<file path="src/rtl/coeff_fifo_pkg.sv">
// Shared types and constants for the coefficient replay FIFO.
//   state_e          : control FSM states (IDLE / FILL / ARMED)
//   DEFAULT_SENTINEL : default set-terminator word (single-precision NaN)
//   ptr_w()          : pointer width, one wrap bit above the RAM address
package coeff_fifo_pkg;

  typedef enum logic [1:0] {
    IDLE  = 2'd0,
    FILL  = 2'd1,
    ARMED = 2'd2
  } state_e;

  localparam logic [31:0] DEFAULT_SENTINEL = 32'h7F90_0000;

  function automatic int unsigned ptr_w(input int unsigned addr_w);
    return addr_w + 1;
  endfunction

endpackage

</file>
<file path="src/rtl/coeff_fifo_ram.sv">
// Simple dual-port RAM, synchronous read with one cycle of latency.
// The read register only updates on rd_en_i, so it holds its last word.
//   clk_i, rst_i         : clock, synchronous active-high reset (read register only)
//   wr_en_i/addr/data    : write port
//   rd_en_i/rd_addr_i    : read port
//   rd_data_o            : registered read data
module coeff_fifo_ram #(
  parameter int unsigned DATA_W = 32,
  parameter int unsigned ADDR_W = 4
) (
  input  logic              clk_i,
  input  logic              rst_i,
  input  logic              wr_en_i,
  input  logic [ADDR_W-1:0] wr_addr_i,
  input  logic [DATA_W-1:0] wr_data_i,
  input  logic              rd_en_i,
  input  logic [ADDR_W-1:0] rd_addr_i,
  output logic [DATA_W-1:0] rd_data_o
);

  localparam int unsigned DEPTH = 2 ** ADDR_W;

  logic [DATA_W-1:0] mem_q [DEPTH];
  logic [DATA_W-1:0] rd_data_d, rd_data_q;

  // Storage array; contents are deliberately not cleared by reset.
  always_ff @(posedge clk_i) begin
    if (wr_en_i) begin
      mem_q[wr_addr_i] <= wr_data_i;
    end
  end

  // Read register: new word on an enabled read, otherwise hold.
  always_comb begin
    rd_data_d = rd_data_q;
    if (rd_en_i) begin
      rd_data_d = mem_q[rd_addr_i];
    end
  end

  always_ff @(posedge clk_i) begin
    if (rst_i) begin
      rd_data_q <= '0;
    end else begin
      rd_data_q <= rd_data_d;
    end
  end

  assign rd_data_o = rd_data_q;

endmodule

</file>
<file path="src/rtl/coeff_replay_fifo.sv">
// Coefficient replay FIFO: buffers one sentinel-framed coefficient set in a
// circular RAM, lets it be replayed any number of times (redo) and freed
// explicitly (release) while the next set is already being written.
// Optional build macro COEFF_FIFO_PARITY_EN adds an even-parity bit per RAM
// word and a sticky parity error flag; without it par_err_o is tied low.
//   clk_i, rst_i        : clock, synchronous active-high reset
//   wr_en_i, data_i     : write request / data; wr_ready_o = accepted
//   rd_en_i             : read request (framed set only)
//   redo_i, release_i   : rewind to set start / free the framed set
//   data_o, valid_o, last_o : registered read data, new-word strobe, last-of-set
//   start_o             : one-cycle pulse when a set becomes framed
//   armed_o, full_o, empty_o, used_o, set_len_o : status
//   par_err_o           : sticky parity error
module coeff_replay_fifo
  import coeff_fifo_pkg::*;
#(
  parameter int unsigned WIDTH    = 32,
  parameter int unsigned ADDR_W   = 4,
  parameter logic [31:0] SENTINEL = DEFAULT_SENTINEL
) (
  input  logic              clk_i,
  input  logic              rst_i,
  input  logic              wr_en_i,
  input  logic [WIDTH-1:0]  data_i,
  output logic              wr_ready_o,
  input  logic              rd_en_i,
  input  logic              redo_i,
  input  logic              release_i,
  output logic [WIDTH-1:0]  data_o,
  output logic              valid_o,
  output logic              last_o,
  output logic              start_o,
  output logic              armed_o,
  output logic              full_o,
  output logic              empty_o,
  output logic [ADDR_W:0]   used_o,
  output logic [ADDR_W:0]   set_len_o,
  output logic              par_err_o
);

  localparam int unsigned PTR_W = ptr_w(ADDR_W);
  localparam int unsigned DEPTH = 2 ** ADDR_W;
`ifdef COEFF_FIFO_PARITY_EN
  localparam int unsigned RAM_W = WIDTH + 1;
`else
  localparam int unsigned RAM_W = WIDTH;
`endif
  localparam logic [WIDTH-1:0] SENT_W = WIDTH'(SENTINEL);

  state_e             state_d, state_q;
  logic [PTR_W-1:0]   wr_ptr_d, wr_ptr_q;
  logic [PTR_W-1:0]   rd_ptr_d, rd_ptr_q;
  logic [PTR_W-1:0]   set_base_d, set_base_q;
  logic [PTR_W-1:0]   set_end_d, set_end_q;
  logic [PTR_W-1:0]   set_len_d, set_len_q;
  logic               start_d, start_q;
  logic               valid_d, valid_q;
  logic               last_d, last_q;

  logic [PTR_W-1:0]   used_c;
  logic               full_c;
  logic               is_sent_c;
  logic               wr_ready_c;
  logic               wr_store_c;
  logic               wr_frame_c;
  logic               rd_acc_c;
  logic [RAM_W-1:0]   ram_wdata_c;
  logic [RAM_W-1:0]   ram_rdata;

  // Occupancy is measured from the framed set's base so replayed words stay counted.
  assign used_c     = PTR_W'(wr_ptr_q - set_base_q);
  assign full_c     = (used_c == PTR_W'(DEPTH));
  assign is_sent_c  = (data_i == SENT_W);
  // A second sentinel cannot be taken while a set is still framed.
  assign wr_ready_c = !full_c && !((state_q == ARMED) && is_sent_c);
  assign wr_store_c = wr_en_i && wr_ready_c && !is_sent_c;
  assign wr_frame_c = wr_en_i && wr_ready_c && is_sent_c;
  assign rd_acc_c   = (state_q == ARMED) && rd_en_i && !redo_i && !release_i
                      && (rd_ptr_q != set_end_q);

  // Next-state, pointer and output logic.
  always_comb begin
    state_d    = state_q;
    wr_ptr_d   = wr_ptr_q;
    rd_ptr_d   = rd_ptr_q;
    set_base_d = set_base_q;
    set_end_d  = set_end_q;
    set_len_d  = set_len_q;
    start_d    = 1'b0;
    valid_d    = 1'b0;
    last_d     = 1'b0;

    if (wr_store_c) begin
      wr_ptr_d = PTR_W'(wr_ptr_q + PTR_W'(1));
      if (state_q == IDLE) begin
        state_d = FILL;
      end
    end

    // Sentinels only land outside ARMED, so framing never collides with release.
    if (wr_frame_c) begin
      set_end_d = wr_ptr_q;
      set_len_d = PTR_W'(wr_ptr_q - set_base_q);
      rd_ptr_d  = set_base_q;
      start_d   = 1'b1;
      state_d   = ARMED;
    end

    if (state_q == ARMED) begin
      if (release_i) begin
        set_base_d = set_end_q;
        set_len_d  = '0;
        rd_ptr_d   = set_end_q;
        // Words written behind the set (including this cycle's) keep us in FILL.
        state_d    = (wr_ptr_d != set_end_q) ? FILL : IDLE;
      end else if (redo_i) begin
        rd_ptr_d = set_base_q;
      end else if (rd_acc_c) begin
        rd_ptr_d = PTR_W'(rd_ptr_q + PTR_W'(1));
        valid_d  = 1'b1;
        last_d   = (PTR_W'(rd_ptr_q + PTR_W'(1)) == set_end_q);
      end
    end
  end

  always_ff @(posedge clk_i) begin
    if (rst_i) begin
      state_q    <= IDLE;
      wr_ptr_q   <= '0;
      rd_ptr_q   <= '0;
      set_base_q <= '0;
      set_end_q  <= '0;
      set_len_q  <= '0;
      start_q    <= 1'b0;
      valid_q    <= 1'b0;
      last_q     <= 1'b0;
    end else begin
      state_q    <= state_d;
      wr_ptr_q   <= wr_ptr_d;
      rd_ptr_q   <= rd_ptr_d;
      set_base_q <= set_base_d;
      set_end_q  <= set_end_d;
      set_len_q  <= set_len_d;
      start_q    <= start_d;
      valid_q    <= valid_d;
      last_q     <= last_d;
    end
  end

`ifdef COEFF_FIFO_PARITY_EN
  logic par_hit_c;
  logic par_err_d, par_err_q;

  // Even parity in the top bit: a clean word XORs to zero.
  assign ram_wdata_c = {^data_i, data_i};
  assign par_hit_c   = valid_q && (^ram_rdata);

  always_comb begin
    par_err_d = par_err_q | par_hit_c;
  end

  always_ff @(posedge clk_i) begin
    if (rst_i) begin
      par_err_q <= 1'b0;
    end else begin
      par_err_q <= par_err_d;
    end
  end

  // Flag rises with the offending word's valid_o, then holds.
  assign par_err_o = par_err_q | par_hit_c;
`else
  assign ram_wdata_c = data_i;
  assign par_err_o   = 1'b0;
`endif

  coeff_fifo_ram #(
    .DATA_W (RAM_W),
    .ADDR_W (ADDR_W)
  ) u_ram (
    .clk_i     (clk_i),
    .rst_i     (rst_i),
    .wr_en_i   (wr_store_c),
    .wr_addr_i (wr_ptr_q[ADDR_W-1:0]),
    .wr_data_i (ram_wdata_c),
    .rd_en_i   (rd_acc_c),
    .rd_addr_i (rd_ptr_q[ADDR_W-1:0]),
    .rd_data_o (ram_rdata)
  );

  assign wr_ready_o = wr_ready_c;
  assign data_o     = ram_rdata[WIDTH-1:0];
  assign valid_o    = valid_q;
  assign last_o     = last_q;
  assign start_o    = start_q;
  assign armed_o    = (state_q == ARMED);
  assign full_o     = full_c;
  assign empty_o    = (used_c == '0);
  assign used_o     = used_c;
  assign set_len_o  = set_len_q;

endmodule

</file>
<file path="config.mk">
export PLATFORM = sky130hd
export DESIGN_NAME = coeff_replay_fifo
export DESIGN_NICKNAME = d
export VERILOG_FILES = /design/src/rtl/coeff_fifo_pkg.sv /design/src/rtl/coeff_fifo_ram.sv /design/src/rtl/coeff_replay_fifo.sv
export SDC_FILE = /design/constraint.sdc
export NUM_CORES = 1
export LEC_CHECK = 0
export ABC_AREA = 0
export BUFFER_PORTS_ARGS = -buffer_cell sky130_fd_sc_hd__buf_4
export CAP_MARGIN = 5
export CORE_MARGIN = 2
export CORE_UTILIZATION = 55
export DETAILED_ROUTE_END_ITERATION = 10
export PLACE_DENSITY = 0.82
export SLEW_MARGIN = 15
export SYNTH_ARGS = -nofsm -noshare
export SYNTH_HDL_FRONTEND = slang
export SYNTH_SLANG_ARGS = --single-unit
</file>
<file path="constraint.sdc">
create_clock -name clk_i -period 5.4 [get_ports clk_i]
set_clock_uncertainty 0.1 [all_clocks]
set_input_delay 1.08 -clock clk_i [delete_from_list [all_inputs] [get_ports clk_i]]
set_output_delay 1.08 -clock clk_i [all_outputs]
set_load 0.005 [all_outputs]
</file>
* Word-level counts from Yosys, hierarchy flattened
Memory sizes are Yosys's and may differ from the RTL's. A register that Yosys moved wholly into a read port is not among the register bits.
Index checks and enable logic that the tools add are counted.
** Operators by class
- $add $sub $neg :: 3
- Multipliers :: 0
- Divide/modulo/power cells :: 0
- Magnitude comparators :: 0
- Equal/unequal tests :: 6
- Shifts and indexed selects :: 0
- Multiplexer cells :: 19
- Bitwise logic cells :: 2
- Reductions and logical operators :: 19
** Operator list (count)
- 2-to-1 mux 5 bit :: 9
- equality test 32 x 31 -> 1 bit (second input constant) :: 1
- adder 5 x 1 -> 5 bit (second input constant) :: 2
- 2-to-1 mux 2 bit :: 5
- != test 5 bit :: 2
- logical AND 1 bit :: 9
- equality test 5 bit :: 1
- equality test 5 bit (second input constant) :: 1
- zero test 1 bit :: 5
- zero test 5 bit :: 1
- 2-to-1 mux 1 bit :: 5
- OR reduction 5 bit :: 1
- subtractor 5 bit :: 1
- OR reduction 4 bit :: 1
- equality test 2 bit (second input constant) :: 1
- zero test 2 bit :: 1
- NOT 1 bit :: 2
- AND reduction 2 bit :: 1
** Storage, ports and cells
- Bits in registers :: 30
- Latch bits :: 0
- Bits in writable memories :: 512
- ROM bits :: 0
- Bits of input ports :: 38
- Output and inout port bits :: 50
- Word-level logic and storage cells :: 59
- Memories kept :: 1
** Memories
- u_ram.mem_q :: words 16, width 32, read ports 1, clocked after Yosys merged registers in 1, wr ports 1, line coeff_fifo_ram.sv:23 : logic [DATA_W-1:0] mem_q [DEPTH];

* Logic depth before layout (Yosys ltp)
- Depth in word-level cells :: 11
- Depth in mapped cells :: 13
- Depth with buffers taken out :: 12

* By module
Synthesis repeated with hierarchy kept, for this count alone.
** Unflattened totals
- Cells, all modules :: 1461
- Area total of the unflattened synthesis :: 22873.2 um^2
** By module, submodules not included
- coeff_fifo_ram :: times used 1, cells an instance 1216, area an instance 20948.8 um^2, seq. area each 16015.4 um^2
- coeff_replay_fifo :: times used 1, cells an instance 245, area an instance 1924.3 um^2, seq. area each 600.6 um^2

* Worst setup path before layout
No wires, ideal clock.
- Path kind :: reg2reg
- Start point :: reg wr_ptr_q[0]
- End point :: mem u_ram.mem_q[0][0] (enable)
- Arrival time :: 4.652 ns
- Required time :: 4.839 ns
- Path slack :: 0.187 ns
- Cell stages (with the launch flop) :: 13
- Buffers on the path :: 1
- Clock period less this slack :: 5.213 ns
- Cell sequence :: dfxtp_1 inv_1 ha_1 inv_1 fa_1 xor2_1 and4b_1 o211ai_2 inv_2 nor3b_2 buf_2 nand2_1 nor3_1
** Between the ends
- Longest elaborated chain between the ends :: 8
** RTL lines
- from (decl) :: line coeff_replay_fifo.sv:51 : logic [PTR_W-1:0] wr_ptr_d, wr_ptr_q;
- from (signal assigned) :: line coeff_replay_fifo.sv:139 : wr_ptr_q <= wr_ptr_d;
- subtractor 5 bit :: line coeff_replay_fifo.sv:71 : assign used_c = PTR_W'(wr_ptr_q - set_base_q);
- net used_o[2] :: line coeff_replay_fifo.sv:36 : output logic [ADDR_W:0] used_o,
- equality test 5 bit :: line coeff_replay_fifo.sv:72 : assign full_c = (used_c == PTR_W'(DEPTH));
- net full_o :: line coeff_replay_fifo.sv:34 : output logic full_o,
- zero test 1 bit :: line coeff_replay_fifo.sv:75 : assign wr_ready_c = !full_c && !((state_q == ARMED) && is_sent_c);
- logical AND 1 bit :: line coeff_replay_fifo.sv:75
- logical AND 1 bit (2 in series) :: line coeff_replay_fifo.sv:76 : assign wr_store_c = wr_en_i && wr_ready_c && !is_sent_c;
- 2-to-1 mux 1 bit :: line coeff_fifo_ram.sv:28 : if (wr_en_i) begin
- 2-to-1 mux 1 bit (implied by the code) :: line coeff_fifo_ram.sv:29 : mem_q[wr_addr_i] <= wr_data_i;
- to (decl) :: line coeff_fifo_ram.sv:23
The timed path passes the listed nets, and every way through them passes these cells.

* Final worst setup path
- Start point :: reg wr_ptr_q[0]
- End point :: mem u_ram.mem_q[5][14] (enable)
** Between the ends
- Longest elaborated chain between the ends :: 8
** RTL lines (line)
- subtractor 5 bit :: coeff_replay_fifo.sv:71
- equality test 5 bit :: coeff_replay_fifo.sv:72
- zero test 1 bit :: coeff_replay_fifo.sv:75
- logical AND 1 bit :: coeff_replay_fifo.sv:75
- logical AND 1 bit (2 in series) :: coeff_replay_fifo.sv:76
- 2-to-1 mux 1 bit :: coeff_fifo_ram.sv:28
- 2-to-1 mux 1 bit (implied by the code) :: coeff_fifo_ram.sv:29
Parallel ways exist; a longest one is shown, timed or not.

==> flow_summary_export.csv <==
group,metric,value,unit
outcome,run_status,"completed",
worst_setup_path,cp_data_arrival_time,4.85,ns
place,gp_congestion,0.878,
worst_setup_path,timing.critical_path.from_type,"flop",
worst_setup_path,timing.critical_path.fanout_max,23,
power,combinationalPowerShare,0.029,
routing,drt-vias-per-instance,6.44,
routing,wirelength,50.2,mm
clock_network,htreeDepth,2,
routing,post-route-drc-count,0,
sta,hold_viol,0,
clock_network,ctsHoldBuffers,0,
place,hpwlAfterDp,27.2,mm
worst_setup_path,worst_r2r_startpoint,"wr_ptr_q[0]",
worst_setup_path,cp_data_required_time,5.58,ns
sta,grt_setup_unrepaired,"false",
synthesis,synth.area.top_cells,"sky130_fd_sc_hd__edfxtp_1 68%, sky130_fd_sc_hd__mux4_2 16%, sky130_fd_sc_hd__dfxtp_1 5.5%",
synthesis,synth_sequential_area_ratio,0.740,
power,cell_internal_pwr,7.16,mW
synthesis,asyncSetResetFlopFracSynth,0,
worst_setup_path,worstPathBufferInverterCount,4,
sta,drv_slew,0,
sta,fin_tns_setup,0,ns
synthesis,synth_top_area_share,0.684,
place,io_buffer_count,86,
synthesis,netlist-cell-type-count,55,
floorplan,floorplan.rows,74,
finish,n_fill_cell,2621,
clock_network,clock-sinks,574,
power,power_leakage,8.10,nW
hold_path,min_to,"set_len_o[0]",
synthesis,mappedNetlistNets,1153,
grt,globalRouteTotalUtil,0.243,
worst_setup_path,regToRegEndpoint,"u_ram.mem_q[5][14]",
synthesis,postSynthCellCount,1105,
worst_setup_path,worstRegToRegCells,12,
worst_setup_path,reg2reg_slack,0.73,ns
floorplan,die_area,0.0425,mm2
floorplan,initial_utilization,0.554,
finish,register_area,0.0166,mm2
clock_network,insertion_delay,0.59,ns
power,power.sequential.fraction,0.548,
clock_network,cts-buffers-inserted,54,
clock_network,cts_setup_buffers,0,
synthesis,main_synth_ff_type,"sky130_fd_sc_hd__edfxtp_1",
sta,finalSetupViolations,0,
power,power.density_cell_area,349,mW/mm2
finish,layout_commonest_cell,"sky130_fd_sc_hd__edfxtp_1",
synthesis,synth_area,0.0225,mm2
finish,finish.net_count,1257,
sta,final.period_utilization,0.865,
sta,tightestPinTransition,1.09,ns
power,power.share.clock,0.424,
clock_network,tritoncts_clock_tree,"built",
sta,worst_slew_margin_rel,0.275,
worst_setup_path,critical-path-slowest-cell,"sky130_fd_sc_hd__nor2_4",
worst_setup_path,cpLargestDelayFamily,"simple AND/OR/NAND/NOR gates",
clock_network,cts.clk_slew.worst_paths,0.06,ns
routing,antenna_violating_nets_post_route,0,
grt,global_route.overflow_total,0,
worst_setup_path,crit_path_cell_trace,"inv_1 > ha_1 > inv_1 > fa_1 > xor2_1 > and4b_1 > o211ai_2 > inv_2 > nor3b_2 > nand2_1 > nor2_4 > buf_4",
worst_setup_path,cpPeakStageDelay,0.84,ns
synthesis,synth_enable_flop_cells,512,
power,power.ir.vdd_worst,0.000263,V
finish,layout_common_cells,"512 x sky130_fd_sc_hd__edfxtp_1, 160 x sky130_fd_sc_hd__mux4_2, 109 x sky130_fd_sc_hd__buf_4",
grt,antenna_found_initial,2,
clock_network,max-clock-path-buffers,3,
finish,post_route_cells_drive_above_1_share,0.304,
finish,area.growth.synth_to_final,14.1,%
grt,grt_first_pass_wirelength,75.0,mm
floorplan,die_y,206,um
floorplan,fp.coreArea,0.0406,mm2
worst_setup_path,path_class,"reg -> reg",
job,max_cap_viol_count,0,
synthesis,synth_area_leader_cell,"sky130_fd_sc_hd__edfxtp_1",
power,netSwitchingFraction,0.200,
hold_path,holdPathStages,2,
hold_path,hold_class,"reg -> reg",
finish,multi_input_comb_area,0.00562,mm2
synthesis,synth.yosys.warnings,0,
finish,finish.utilization,0.632,
routing,wl_per_cell,28.1,um
sta,achievable-frequency,0.214,GHz
clock_network,clock_tree.root_cell,"sky130_fd_sc_hd__clkbuf_16",
routing,firstDrtPassIters,5,
floorplan,ioPinCount,88,
sta,finalCriticalPeriod,4.67,ns
synthesis,avgSynthCellArea,20.3,um2
routing,drt_first_iter_violations,1340,
power,total_switching_power,1.79,mW
clock_network,cts_repair_resize_count,0,
routing,detailroute.via_count,11510,
floorplan,dieWidth,206,um
synthesis,synth_seq_cells,574,
worst_setup_path,cpMostUsedCell,"sky130_fd_sc_hd__inv_1",
worst_setup_path,endpoint_kind,"flop",
power,power,8.95,mW
grt,grt_pass1_vias,11771,
grt,grt_max_degree,84,
hold_path,min-delay-start,"set_len_o[0]",
cells by family after synthesis:
logic type,synth area share
other,0.000167
flip-flops,0.740
multiplexers,0.180
XOR/XNOR,0.00936
buffers and inverters,0.0143
adder cells (fa/ha/maj),0.00590
AO/OA/AOI/OAI,0.0163
AND/OR/NAND/NOR,0.0340
synth_stat cells, types with 2 or more instances:
| cell type | instances |
|---|---|
| sky130_fd_sc_hd__edfxtp_1 | 512 |
| sky130_fd_sc_hd__xnor2_1 | 16 |
| sky130_fd_sc_hd__a211oi_1 | 3 |
| sky130_fd_sc_hd__nor2_1 | 71 |
| sky130_fd_sc_hd__nor4_1 | 9 |
| sky130_fd_sc_hd__nand3b_1 | 2 |
| sky130_fd_sc_hd__nand4_1 | 5 |
| sky130_fd_sc_hd__nand2_1 | 29 |
| sky130_fd_sc_hd__buf_1 | 8 |
| sky130_fd_sc_hd__a22oi_1 | 2 |
| sky130_fd_sc_hd__o21ai_0 | 6 |
| sky130_fd_sc_hd__nor3b_1 | 2 |
| sky130_fd_sc_hd__clkbuf_1 | 39 |
| sky130_fd_sc_hd__nand2b_1 | 4 |
| sky130_fd_sc_hd__o31a_1 | 3 |
| sky130_fd_sc_hd__ha_1 | 9 |
| sky130_fd_sc_hd__and4_1 | 5 |
| sky130_fd_sc_hd__xor2_1 | 8 |
| sky130_fd_sc_hd__o211ai_1 | 2 |
| sky130_fd_sc_hd__nand3_1 | 7 |
| sky130_fd_sc_hd__inv_1 | 14 |
| sky130_fd_sc_hd__a21oi_1 | 25 |
| sky130_fd_sc_hd__and2_1 | 3 |
| sky130_fd_sc_hd__mux4_2 | 160 |
| sky130_fd_sc_hd__dfxtp_1 | 62 |
| sky130_fd_sc_hd__mux2i_1 | 44 |
| sky130_fd_sc_hd__a2bb2oi_1 | 3 |
| sky130_fd_sc_hd__a31oi_1 | 2 |
| sky130_fd_sc_hd__nor4b_1 | 3 |
| sky130_fd_sc_hd__buf_2 | 16 |
| sky130_fd_sc_hd__nor3_1 | 7 |
power by group through the flow:
| stage | Combinational, mW | Sequential [mW] | Clock [mW] |
|---|---|---|---|
| finish | 0.258 | 4.90 | 3.79 |
| global route | 0.276 | 4.90 | 3.98 |
| floorplan | 0.111 | 5.00 | 0 |
| global placement | 0.243 | 4.99 | 0 |
| CTS | 0.257 | 4.90 | 3.84 |
| detailed placement | 0.254 | 5.00 | 0 |
worst max path at each step:
stage                     cells after the start        start  slack [ns]                  to
after floorplan                              12  wr_ptr_q[0]        0.19   u_ram.mem_q[0][0]
after global placement                       12  wr_ptr_q[0]        1.03  u_ram.mem_q[5][11]
after detailed placement                     12  wr_ptr_q[0]        0.81  u_ram.mem_q[5][11]
after CTS                                    12  wr_ptr_q[0]        0.74  u_ram.mem_q[5][13]
after global routing                         12  wr_ptr_q[0]        0.49  u_ram.mem_q[5][14]
final                                        12  wr_ptr_q[0]        0.73  u_ram.mem_q[5][14]
area by class of cell:
cell class                      count  area share
Antenna cell                        1   0.0000976
Clock buffer                       75      0.0586
Sequential cell                   574       0.649
Tap cell                          532      0.0260
Inverter                           15     0.00220
Clock inverter                     25      0.0110
Multi-Input combinational cell    452       0.219
Timing Repair Buffer              112      0.0343
state kept, by name, summed over array words and instances (netlist names):
name,count
valid_o,1
rd_ptr_q,5
state_q,2
wr_ptr_q,5
last_o,1
u_ram.mem_q,512
start_o,1
set_len_o,5
set_base_q,5
u_ram.rd_data_o,32
set_end_q,5
metal layers:
layer  vias to the layer above  share of wire  track usage
met5                         -        0.00026            0
met4                         2          0.023       0.0691
met3                        80          0.084       0.0457
met2                       658           0.51        0.405
met1                      6053           0.38        0.334
li1                       4717              -            -
tightest hold or removal path: stages, from the launching register on:
cell and delay, ns:
sky130_fd_sc_hd__dfxtp_1 0.31, sky130_fd_sc_hd__nand2_1 0.05, sky130_fd_sc_hd__a21oi_1 0.05
stage by stage:
step	hold slack, ns	setup slack [ns]	instance area [um2]	cells
2_1_floorplan	0.346	0.187	22500	1105
3_3_place_gp	0.342	1.03	23800	1685
3_5_place_dp	0.351	0.807	23800	1685
4_1_cts	0.359	0.743	25600	1785
5_1_grt	0.378	0.488	25600	1786
6_report	0.356	0.728	25600	1786
No activity file was read; power rests on OpenSTA's default activity.
